`src/rtl/memory_stage_pkg.sv`:
```
// Shared types for the memory stage: FSM state encoding and latched memory-operation codes.
package memory_stage_pkg;

    typedef enum logic [2:0] {
        S_IDLE = 3'd0,
        S_REQ  = 3'd1,
        S_WAIT = 3'd2,
        S_DONE = 3'd3,
        S_ERR  = 3'd4,
        S_HALT = 3'd5
    } state_t;

    typedef enum logic [1:0] {
        MEM_OP_NONE = 2'd0,
        MEM_OP_RD   = 2'd1,
        MEM_OP_WR   = 2'd2
    } mem_op_t;

    // A memory op is illegal if it is both a load and a store, or if it targets an odd byte.
    function automatic logic bad_mem_op(input logic rd, input logic wr, input logic addr_lsb);
        return (rd & wr) | ((rd | wr) & addr_lsb);
    endfunction

endpackage

```
`src/rtl/memory_stage_wait_timer.sv`:
```
// Wait-cycle counter for an outstanding memory access; flags when the count reaches TIMEOUT.
module wait_timer #(
    parameter int CNT_W   = 5,
    parameter int TIMEOUT = 31
) (
    input  logic clk,
    input  logic rst,
    input  logic clear,
    input  logic enable,
    output logic expired
);

    logic [CNT_W-1:0] count;

    // NOTE: sequential state uses non-blocking assignments so every flop samples pre-edge values.
    always_ff @(posedge clk or posedge rst) begin
        if (rst) begin
            count <= '0;
        end else if (clear) begin
            count <= '0;
        end else if (enable) begin
            count <= count + 1'b1;
        end
    end

    assign expired = (count == CNT_W'(TIMEOUT));

endmodule

```
`src/rtl/memory_stage.sv`:
```
// EX/MEM consumer: issues single-cycle strobes to a stallable data memory, stalls upstream
// during the access, and presents registered results to writeback. Handles halt/dump and faults.
module memory_stage
    import memory_stage_pkg::*;
#(
    parameter int DATA_W  = 16,
    parameter int TIMEOUT = 31,
    parameter int CNT_W   = 5
) (
    input  logic              clk,
    input  logic              rst,
    input  logic              valid_in,
    input  logic [DATA_W-1:0] alu_in,
    input  logic [DATA_W-1:0] srcb_in,
    input  logic              memread_in,
    input  logic              memwrt_in,
    input  logic              dmp_in,
    input  logic [1:0]        regsrc_in,
    output logic              stall_out,
    output logic [DATA_W-1:0] mem_addr,
    output logic [DATA_W-1:0] mem_wdata,
    output logic              mem_rd,
    output logic              mem_wr,
    output logic              mem_dump,
    input  logic [DATA_W-1:0] mem_rdata,
    input  logic              mem_stall,
    input  logic              mem_done,
    input  logic              mem_err,
    output logic              wb_valid,
    output logic [DATA_W-1:0] wb_rdata,
    output logic [DATA_W-1:0] wb_alu,
    output logic [1:0]        wb_regsrc,
    output logic              err_out,
    output logic              halt_out
);

    state_t  state, next_state;
    mem_op_t op_q, op_next;
    logic    is_mem;
    logic    cap_wb, cap_load, dump_next;
    logic    timer_clear, timer_en, expired;

    assign is_mem = memread_in | memwrt_in;

    wait_timer #(
        .CNT_W   (CNT_W),
        .TIMEOUT (TIMEOUT)
    ) u_wait_timer (
        .clk     (clk),
        .rst     (rst),
        .clear   (timer_clear),
        .enable  (timer_en),
        .expired (expired)
    );

    // NOTE: every always_comb output gets a default first, so no path can infer a latch.
    always_comb begin
        next_state  = state;
        op_next     = op_q;
        stall_out   = 1'b0;
        mem_rd      = 1'b0;
        mem_wr      = 1'b0;
        mem_addr    = '0;
        mem_wdata   = '0;
        timer_clear = 1'b0;
        timer_en    = 1'b0;
        cap_wb      = 1'b0;
        cap_load    = 1'b0;
        dump_next   = 1'b0;

        case (state)
            S_IDLE, S_DONE: begin
                next_state = S_IDLE;
                if (valid_in) begin
                    if (dmp_in) begin
                        next_state = S_HALT;
                        dump_next  = 1'b1;
                    end else if (is_mem) begin
                        stall_out = 1'b1;
                        if (bad_mem_op(memread_in, memwrt_in, alu_in[0])) begin
                            next_state = S_ERR;
                        end else begin
                            next_state = S_REQ;
                            op_next    = memread_in ? MEM_OP_RD : MEM_OP_WR;
                        end
                    end else begin
                        // Non-memory op: goes straight to DONE for a one-cycle writeback.
                        next_state = S_DONE;
                        cap_wb     = 1'b1;
                    end
                end
            end
            S_REQ: begin
                stall_out = 1'b1;
                mem_addr  = alu_in;
                mem_wdata = (op_q == MEM_OP_WR) ? srcb_in : '0;
                if (!mem_stall) begin
                    mem_rd      = (op_q == MEM_OP_RD);
                    mem_wr      = (op_q == MEM_OP_WR);
                    timer_clear = 1'b1;
                    next_state  = S_WAIT;
                end
            end
            S_WAIT: begin
                stall_out = 1'b1;
                timer_en  = 1'b1;
                if (mem_err) begin
                    next_state = S_ERR;
                end else if (mem_done) begin
                    next_state = S_DONE;
                    cap_wb     = 1'b1;
                    cap_load   = (op_q == MEM_OP_RD);
                end else if (expired) begin
                    next_state = S_ERR;
                end
            end
            S_ERR, S_HALT: begin
                stall_out = 1'b1;
            end
            default: begin
                next_state = S_IDLE;
            end
        endcase
    end

    always_ff @(posedge clk or posedge rst) begin
        if (rst) begin
            state     <= S_IDLE;
            op_q      <= MEM_OP_NONE;
            mem_dump  <= 1'b0;
            wb_rdata  <= '0;
            wb_alu    <= '0;
            wb_regsrc <= '0;
        end else begin
            state    <= next_state;
            op_q     <= op_next;
            mem_dump <= dump_next;
            if (cap_wb) begin
                wb_alu    <= alu_in;
                wb_regsrc <= regsrc_in;
                wb_rdata  <= cap_load ? mem_rdata : '0;
            end
        end
    end

    assign wb_valid = (state == S_DONE);
    assign err_out  = (state == S_ERR);
    assign halt_out = (state == S_HALT);

endmodule
```
`config.mk`:
```
export PLATFORM = sky130hd
export DESIGN_NAME = memory_stage
export DESIGN_NICKNAME = d
export VERILOG_FILES = /design/src/rtl/memory_stage_pkg.sv /design/src/rtl/memory_stage_wait_timer.sv /design/src/rtl/memory_stage.sv
export SDC_FILE = /design/constraint.sdc
export NUM_CORES = 1
export LEC_CHECK = 0
export CAP_MARGIN = 20
export CORE_MARGIN = 3
export CORE_UTILIZATION = 42
export DETAILED_ROUTE_END_ITERATION = 8
export PLACE_DENSITY = 0.87
export SLEW_MARGIN = 20
export SYNTH_ARGS = -nofsm -noshare
export SYNTH_HDL_FRONTEND = slang
export SYNTH_HIERARCHICAL = 1
export SYNTH_SLANG_ARGS = --single-unit
```
`constraint.sdc`:
```
create_clock -name clk -period 2.97 [get_ports clk]
set_input_delay 0.594 -clock clk [delete_from_list [all_inputs] [get_ports clk]]
set_output_delay 0.594 -clock clk [all_outputs]
set_load 0.02 [all_outputs]
```
==> flow_summary.html <==
<table>
<tr><th>Metric</th><th>Value</th></tr>
<tr><th colspan="2">Synthesis</th></tr>
<tr><td>Compound-gate portion of the synthesized area</td><td>8.289%</td></tr>
<tr><td>Syn. warnings</td><td>6</td></tr>
<tr><td>Most area-consuming cells after synthesis</td><td>sky130_fd_sc_hd__dfrtp_1 48%, sky130_fd_sc_hd__mux2_4 7.0%, sky130_fd_sc_hd__and2_1 5.0%</td></tr>
<tr><td>Xor/xnor cell area share of the yosys netlist</td><td>1.063%</td></tr>
<tr><td>Register area share after synthesis</td><td>47.82%</td></tr>
<tr><td>Top-area cell type share of the netlist area</td><td>between 40% and 50%</td></tr>
<tr><td>Number of flops mapped to enable cells by yosys</td><td>0</td></tr>
<tr><td>Instance count of the mapped netlist</td><td>226</td></tr>
<tr><td>Number of synthesized register bits</td><td>between 40 and 50</td></tr>
<tr><td>Fraction of synthesized area in multiplexers</td><td>11.69%</td></tr>
<tr><td>Unique masters post-synth</td><td>41</td></tr>
<tr><td>Post-Synth Simple-Gate Area</td><td>about a quarter</td></tr>
<tr><td>Commonest cells post-synth</td><td>45 x sky130_fd_sc_hd__dfrtp_1, 20 x sky130_fd_sc_hd__o21ai_0, 19 x sky130_fd_sc_hd__and2_1, 19 x sky130_fd_sc_hd__nand2_1</td></tr>
<tr><td>Syn nets</td><td>287</td></tr>
<tr><td>Avg Cell Area, Syn</td><td>10.42 um^2</td></tr>
<tr><td>Cell with the most instances after synthesis</td><td>sky130_fd_sc_hd__dfrtp_1</td></tr>
<tr><td>Cell taking the most area after synthesis</td><td>sky130_fd_sc_hd__dfrtp_1</td></tr>
<tr><td>Adder-Cell Fraction of Synth Area</td><td>1.063%</td></tr>
<tr><td>Area of the mapped netlist</td><td>0.002355 mm^2</td></tr>
<tr><td>Combinational family with the most area after synthesis</td><td>simple AND/OR/NAND/NOR gates</td></tr>
<tr><td>Commonest register cell after synthesis</td><td>sky130_fd_sc_hd__dfrtp_1</td></tr>
<tr><td>Post-synth ARST share</td><td>100.0%</td></tr>
<tr><th colspan="2">Worst setup path</th></tr>
<tr><td>Critical path arrival</td><td>2330 ps</td></tr>
<tr><td>Required time worst endpoint</td><td>between 2000 and 2500 ps</td></tr>
<tr><td>Type of the setup path with the least slack</td><td>primary input to primary output</td></tr>
<tr><td>Launching point of the worst reg2reg path</td><td>state[2]</td></tr>
<tr><td>R2R cell count</td><td>7</td></tr>
<tr><td>Setup slack of the worst register-to-register path</td><td>560 ps</td></tr>
<tr><td>Crit end category</td><td>primary output</td></tr>
<tr><td>Kind of start point of the critical path</td><td>primary input</td></tr>
<tr><td>Crit path max fanout</td><td>2</td></tr>
<tr><td>Worst r2r dst</td><td>wb_alu[10]</td></tr>
<tr><th colspan="2">Floorplan</th></tr>
<tr><td>Initial Utilization</td><td>44.68%</td></tr>
<tr><td>Num rows</td><td>26</td></tr>
<tr><td>Chip width</td><td>80.88 um</td></tr>
<tr><td>Full die area</td><td>0.006541 mm^2</td></tr>
<tr><td>Core ar.</td><td>0.005270 mm^2</td></tr>
<tr><td>Die H</td><td>80.88 um</td></tr>
<tr><td>I/O pin cnt</td><td>132</td></tr>
<tr><th colspan="2">Routing</th></tr>
<tr><td>Per-cell routed wire length</td><td>16.25 um</td></tr>
<tr><td>Vias</td><td>2197</td></tr>
<tr><td>Total Wirelength</td><td>7036 um</td></tr>
<tr><td>DR vias/cell</td><td>~5.1</td></tr>
<tr><td>Number of iterations in the first detailed-routing pass</td><td>4</td></tr>
<tr><td>Antenna viol nets, final</td><td>0</td></tr>
<tr><td>Post-route DRC</td><td>0</td></tr>
<tr><td>DRC violation total after the first TritonRoute iteration</td><td>134</td></tr>
<tr><th colspan="2">Clocking</th></tr>
<tr><td>H-tree Lvls</td><td>2</td></tr>
<tr><td>CTS Hold Buffers Added</td><td>0</td></tr>
<tr><td>Worst-Skew Late Latency</td><td>300 ps</td></tr>
<tr><td>Clock tree from TritonCTS</td><td>done</td></tr>
<tr><td>Number of sinks on the clock net</td><td>45</td></tr>
<tr><td>CTS root buffer</td><td>sky130_fd_sc_hd__clkbuf_8</td></tr>
<tr><td>Maximum count of clock buffers along a single path</td><td>2</td></tr>
<tr><td>Resized cells post-CTS</td><td>0</td></tr>
<tr><td>Post-CTS Setup Repair Bufs</td><td>0</td></tr>
<tr><td>Clk pin slew, worst setup/hold paths</td><td>approximately 80 ps</td></tr>
<tr><td>Clock buffer count from CTS</td><td>5</td></tr>
<tr><th colspan="2">Finish</th></tr>
<tr><td>Area delta synth-&gt;final</td><td>63.87%</td></tr>
<tr><td>Final nets</td><td>423</td></tr>
<tr><td>Fraction of final layout cells sized beyond drive strength 1</td><td>12.67%</td></tr>
<tr><td>Fill cell total of the finished layout</td><td>423</td></tr>
<tr><td>Inserted Diodes</td><td>0</td></tr>
<tr><th colspan="2">Timing</th></tr>
<tr><td>Maximum operating frequency</td><td>341.6 MHz</td></tr>
<tr><td>Worst Tran Pin Value</td><td>~560 ps</td></tr>
<tr><td>RSZ-0062 raised after global routing</td><td>false</td></tr>
<tr><td>Total count of max-transition violations in the final report</td><td>0</td></tr>
<tr><td>Relative max-transition margin</td><td>62.71%</td></tr>
<tr><td>Worst Hold Slack</td><td>507.6 ps</td></tr>
<tr><td>Hold Vio Cnt, Final</td><td>0</td></tr>
<tr><td>Final Cycle Share</td><td>98.56%</td></tr>
<tr><td>Shortest period the worst path allows</td><td>2927 ps</td></tr>
<tr><td>Final setup slack of the worst path</td><td>42.79 ps</td></tr>
<tr><td>Clock Skew</td><td>8.214 ps</td></tr>
<tr><td>Total negative slack for setup checks</td><td>0 ps</td></tr>
<tr><td>Number of setup violations in the final report</td><td>0</td></tr>
<tr><th colspan="2">Hold path</th></tr>
<tr><td>Endpoint of the worst hold path</td><td>wb_alu[15]</td></tr>
<tr><td>Worst min-delay path startpoint</td><td>wb_alu[15]</td></tr>
<tr><td>Type of the tightest min-delay check</td><td>flip-flop to flip-flop</td></tr>
<tr><td>Min-Delay Path Depth</td><td>1</td></tr>
<tr><th colspan="2">Power</th></tr>
<tr><td>Leakage power total</td><td>1.714 nW</td></tr>
<tr><td>Max VDD drop</td><td>~0.44 mV</td></tr>
<tr><td>Total power per unit cell area</td><td>687.8 mW/mm^2</td></tr>
<tr><td>Sum of internal, switching and leakage power</td><td>2.654 mW</td></tr>
<tr><th colspan="2">Placement</th></tr>
<tr><td>Placed wire-length estimate after detailed placement</td><td>about 5500 um</td></tr>
<tr><td>Count of input and output buffers</td><td>131</td></tr>
<tr><td>Post-Place Worst Slack</td><td>57.93 ps</td></tr>
<tr><td>Routability cong.</td><td>0.8568</td></tr>
<tr><th colspan="2">Flow run</th></tr>
<tr><td>Max-cap check violation count</td><td>0</td></tr>
<tr><th colspan="2">GRT</th></tr>
<tr><td>Pin count of the biggest net entering global routing</td><td>between 40 and 50</td></tr>
<tr><td>Wire length of the first global-routing pass</td><td>11100 um</td></tr>
<tr><td>Antenna violations before repair</td><td>0</td></tr>
<tr><td>Via count of the first global-routing pass</td><td>~2300</td></tr>
<tr><td>Total global routing overflow</td><td>0</td></tr>
<tr><td>Total global-route track usage</td><td>between 20% and 30%</td></tr>
<tr><th colspan="2">Outcome</th></tr>
<tr><td>Result of the run</td><td>complete, no violations</td></tr>
</table>
[sequential cells by signal (all words and copies together) (netlist names)]
| name | flops |
|---|---|
| wb_alu | 16 |
| wb_regsrc | 2 |
| state | 3 |
| u_wait_timer/count | 5 |
| mem_dump | 1 |
| wb_rdata | 16 |
| op_q | 2 |
[cells in the final DEF (no fill, tap or decap), types with 2 or more instances in the layout]
| master | netlist | layout |
|---|---|---|
| sky130_fd_sc_hd__o21ai_0 | 20 | 20 |
| sky130_fd_sc_hd__nor3_1 | 2 | 2 |
| sky130_fd_sc_hd__o41ai_1 | 2 | 2 |
| sky130_fd_sc_hd__nand3_1 | 18 | 18 |
| sky130_fd_sc_hd__clkbuf_8 | 0 | 7 |
| sky130_fd_sc_hd__mux2i_1 | 2 | 2 |
| sky130_fd_sc_hd__mux2_4 | 11 | 11 |
| sky130_fd_sc_hd__o31ai_1 | 2 | 2 |
| sky130_fd_sc_hd__buf_4 | 0 | 12 |
| sky130_fd_sc_hd__a21oi_1 | 3 | 3 |
| sky130_fd_sc_hd__inv_1 | 5 | 5 |
| sky130_fd_sc_hd__and3_1 | 18 | 18 |
| sky130_fd_sc_hd__dfrtp_1 | 45 | 45 |
| sky130_fd_sc_hd__clkdlybuf4s50_1 | 0 | 131 |
| sky130_fd_sc_hd__nor2b_1 | 3 | 3 |
| sky130_fd_sc_hd__nand2_1 | 19 | 19 |
| sky130_fd_sc_hd__nand2b_1 | 5 | 5 |
| sky130_fd_sc_hd__nor2_1 | 9 | 9 |
| sky130_fd_sc_hd__ha_1 | 2 | 2 |
| sky130_fd_sc_hd__mux2_2 | 8 | 8 |
| sky130_fd_sc_hd__and2_1 | 19 | 19 |
[final cells by class]
| cell class | instances | area (um^2) | share of cell area (%) |
|---|---|---|---|
| clock buffer | 7 | 96.34 | 2.497 |
| clock inverter | 1 | 5.005 | 0.1297 |
| inverter | 6 | 22.52 | 0.5837 |
| multi-input combinational | 161 | 1120 | 29.02 |
| sequential | 45 | 1126 | 29.18 |
| tap | 70 | 87.58 | 2.270 |
| timing repair buffer | 143 | 1401 | 36.32 |
[kinds of logic (layout without fill, tap and decap cells)]
group	after synthesis	in the layout
and+or+nand+nor	103	103
DFF	45	45
buffers and inverters	20	157
muxes	21	21
xor gates and xnor gates	2	2
AOI/OAI and AO/OA	33	33
adders and majority gates	2	2
[critical path: stages]
cell and delay [ps]:
sky130_fd_sc_hd__clkdlybuf4s50_1 420, sky130_fd_sc_hd__nand2b_1 160, sky130_fd_sc_hd__nand2b_1 170, sky130_fd_sc_hd__a21o_1 180
sky130_fd_sc_hd__a22oi_1 170, sky130_fd_sc_hd__clkdlybuf4s50_1 630
[metal layers]
metal	track usage, %	part of all wire (%)	vias up
li1	-	-	1053
met1	25.78	37	1048
met2	39.33	52	89
met3	6.984	9.6	7
met4	5.405	1.1	0
met5	0	0	-
[per-stage QoR]
step / util [%] / instances / instance area [um^2]
after floorplan: - / 226 / 2355
after global placement: 71.30 / 425 / 3757
after detailed placement: 71.30 / 425 / 3757
after CTS: 73.22 / 433 / 3859
after global routing: 73.22 / 433 / 3859
final: 73.22 / 433 / 3859
[worst max-delay path by stage]
stage | from | end | slack, ps | cells after the start
5_1_grt | dmp_in | stall_out | 9 | 6
3_3_place_gp | dmp_in | stall_out | 70 | 6
6_report | dmp_in | stall_out | 40 | 6
2_1_floorplan | state[2] | mem_wdata[10] | 830 | 4
4_1_cts | dmp_in | stall_out | 40 | 6
3_5_place_dp | dmp_in | stall_out | 60 | 6
[where the power goes]
| part | internal (mW) | switching, mW |
|---|---|---|
| logic | 0.680 | 0.632 |
| clock network | 0.210 | 0.199 |
| registers | 0.785 | 0.149 |
No activity file was read; power rests on OpenSTA's default activity.
==> RTL edit: new RTL, config.mk and constraints unchanged <==
`CNT_W` is set to 5 in 2 places; all go to 10.
--- a/src/rtl/memory_stage_wait_timer.sv
+++ b/src/rtl/memory_stage_wait_timer.sv
@@ -1,5 +1,5 @@
 // Wait-cycle counter for an outstanding memory access; flags when the count reaches TIMEOUT.
 module wait_timer #(
-    parameter int CNT_W   = 5,
+    parameter int CNT_W   = 10,
     parameter int TIMEOUT = 31
 ) (
--- a/src/rtl/memory_stage.sv
+++ b/src/rtl/memory_stage.sv
@@ -6,5 +6,5 @@
     parameter int DATA_W  = 16,
     parameter int TIMEOUT = 31,
-    parameter int CNT_W   = 5
+    parameter int CNT_W   = 10
 ) (
     input  logic              clk,
Behaviour: no difference found for any inputs over 10 cycles, from zero or initial values and one cycle with rst high; that may be too few to reach the edited logic, so the function may still have changed.
==> RTL edit against the unedited design <==
  * Power increased by 2.5%
  * Sequential cell count increased by 5
  * Cell area grew 6.5%
  * Synthesized area up 11%
  * Wire length grew 3.1%
  * Clock power about the same
  * Setup slack gained 210 ps
  * Largest cell class unchanged
==> RTL edit: results (changes against the unedited design) <==
outcome:
  status: "finished, final reports clean"  # unchanged
grt:
  grt-ovfl-total: 0  # unchanged
  grt.met1_usage_pct: 25.2  # was 25.8%
  grt_util_met2_pct: 36.5  # was 39.3%
  grt_pass1_vias: 2537  # was 2252
  grt_pass1_wl_um: 12000  # was 11100 µm
  grtUsageMet3_pct: 5.00  # was 6.98%
  grtUsageTotal_pct: 20.4  # was 22.1%
  grt_max_degree: 41  # unchanged
  antenna_found_initial: 0  # unchanged
min_path:
  holdPathEnd: "wb_alu[14]"  # was wb_alu[15]
  hp-start: "wb_alu[14]"  # was wb_alu[15]
  holdPathStages: 1  # unchanged
synth:
  yosys-top-cells-count: "50 x dfrtp_1, 21 x nand2_1, 21 x o21ai_0"  # was 45 x dfrtp_1, 20 x o21ai_0, 19 x and2_1, 19 x nand2_1
  synth_area_leaders: "dfrtp_1 48%, mux2_4 5.8%, and2_1 4.6%"  # was dfrtp_1 48%, mux2_4 7.0%, and2_1 5.0%
  synth_nets: 315  # was 287
  seq_area_frac_synth_pct: 48.0  # was 47.8%
  synth.distinct_cells: 45  # was 41
  synth-compound-area-share_pct: 9.55  # was 8.29%
  synthAdderAreaFrac_pct: 0.480  # was 1.06%
  ys_seq_elements: 50  # was 45
  synthMuxAreaShare_pct: 10.0  # was 11.7%
  synth_xor_area_share_pct: 1.97  # was 1.06%
  synth_warnings: 6  # unchanged
timing:
  relSlewSlack_pct: 60.4  # was 62.7%
  fin_skew_ps: 10.9  # was 8.21 ps
final_layout:
  layout-drive-gt1-share_pct: 12.3  # was 12.7%
  reg_top3: "wb_alu (16), wb_rdata (16), u_wait_timer/count (10)"  # was wb_alu (16), wb_rdata (16), u_wait_timer/count (5)
  antenna_cells: 0  # unchanged
  nFillCells: 450  # was 423
  nets: 450  # was 423
route:
  wl_per_cell_um: 15.6  # was 16.2 µm
  drt_pass1_iterations: 4  # unchanged
  met2_length_um: 3700  # was 3690 µm
  met3_length_um: 595  # was 675 µm
  via_per_inst: 5.27  # was 5.07
  top_layer: "met4"  # unchanged
  dr.first_iter.drc_count: 100  # was 134
  met1_length_um: 2900  # was 2590 µm
clock_tree:
  h-tree-depth: 2  # unchanged
  cts_setup_buffers: 0  # unchanged
  clk_latency_ps: 310
  cts_buffers: 5  # unchanged
critical_path:
  path_max_fanout: 16  # was 2
  rr_startpoint: "state[2]"  # unchanged
  arrival_ps: 2120  # was 2330 ps
  crit_path_end: "mem_wdata[10]"  # was stall_out
  r2r_cells: 6  # was 7
  cp-startpoint: "state[0]"  # was dmp_in
  reg2reg_to: "wb_alu[15]"  # was wb_alu[10]
  r2r_slack_ps: 870  # was 560 ps
place:
  routabilityCongestion: 0.848  # was 0.857
  hpwlAfterDp_um: 5680  # was 5470 µm
pwr:
  ir_worst_vdd_mv: 0.411  # was 0.440 mV
  leakage_nw: 1.78  # was 1.71 nW
[RTL edit: critical path, cell delays in order, from the launching register on]
cell and delay (ps):
dfrtp_2 450, inv_1 90, nor4_1 300, buf_4 230, and2_1 140, clkdlybuf4s50_1 610
[RTL edit: cell type report]
type	instances	share of cell area, %
Sequential cell	50	30.5
Multi-Input combinational cell	182	30.1
Clock inverter	3	0.579
Clock buffer	5	1.67
Timing Repair Buffer	143	34.2
Inverter	8	0.731
Tap cell	75	2.28
[RTL edit: report_power, final]
part / total [mW] / internal [mW] / switching, mW
Clock: 0.410 / 0.169 / 0.242
Combinational: 1.30 / 0.670 / 0.632
Sequential: 1.01 / 0.857 / 0.152
[RTL edit: metrics by stage]
stage	setup WS, ps	hold slack, ps	std cells	cell area, µm²
6_report	257	511	466	4110
5_1_grt	69.6	535	466	4110
4_1_cts	6.62	513	466	4110
3_5_place_dp	12.5	491	458	4010
3_3_place_gp	93.3	490	458	4010
2_1_floorplan	827	434	255	2610
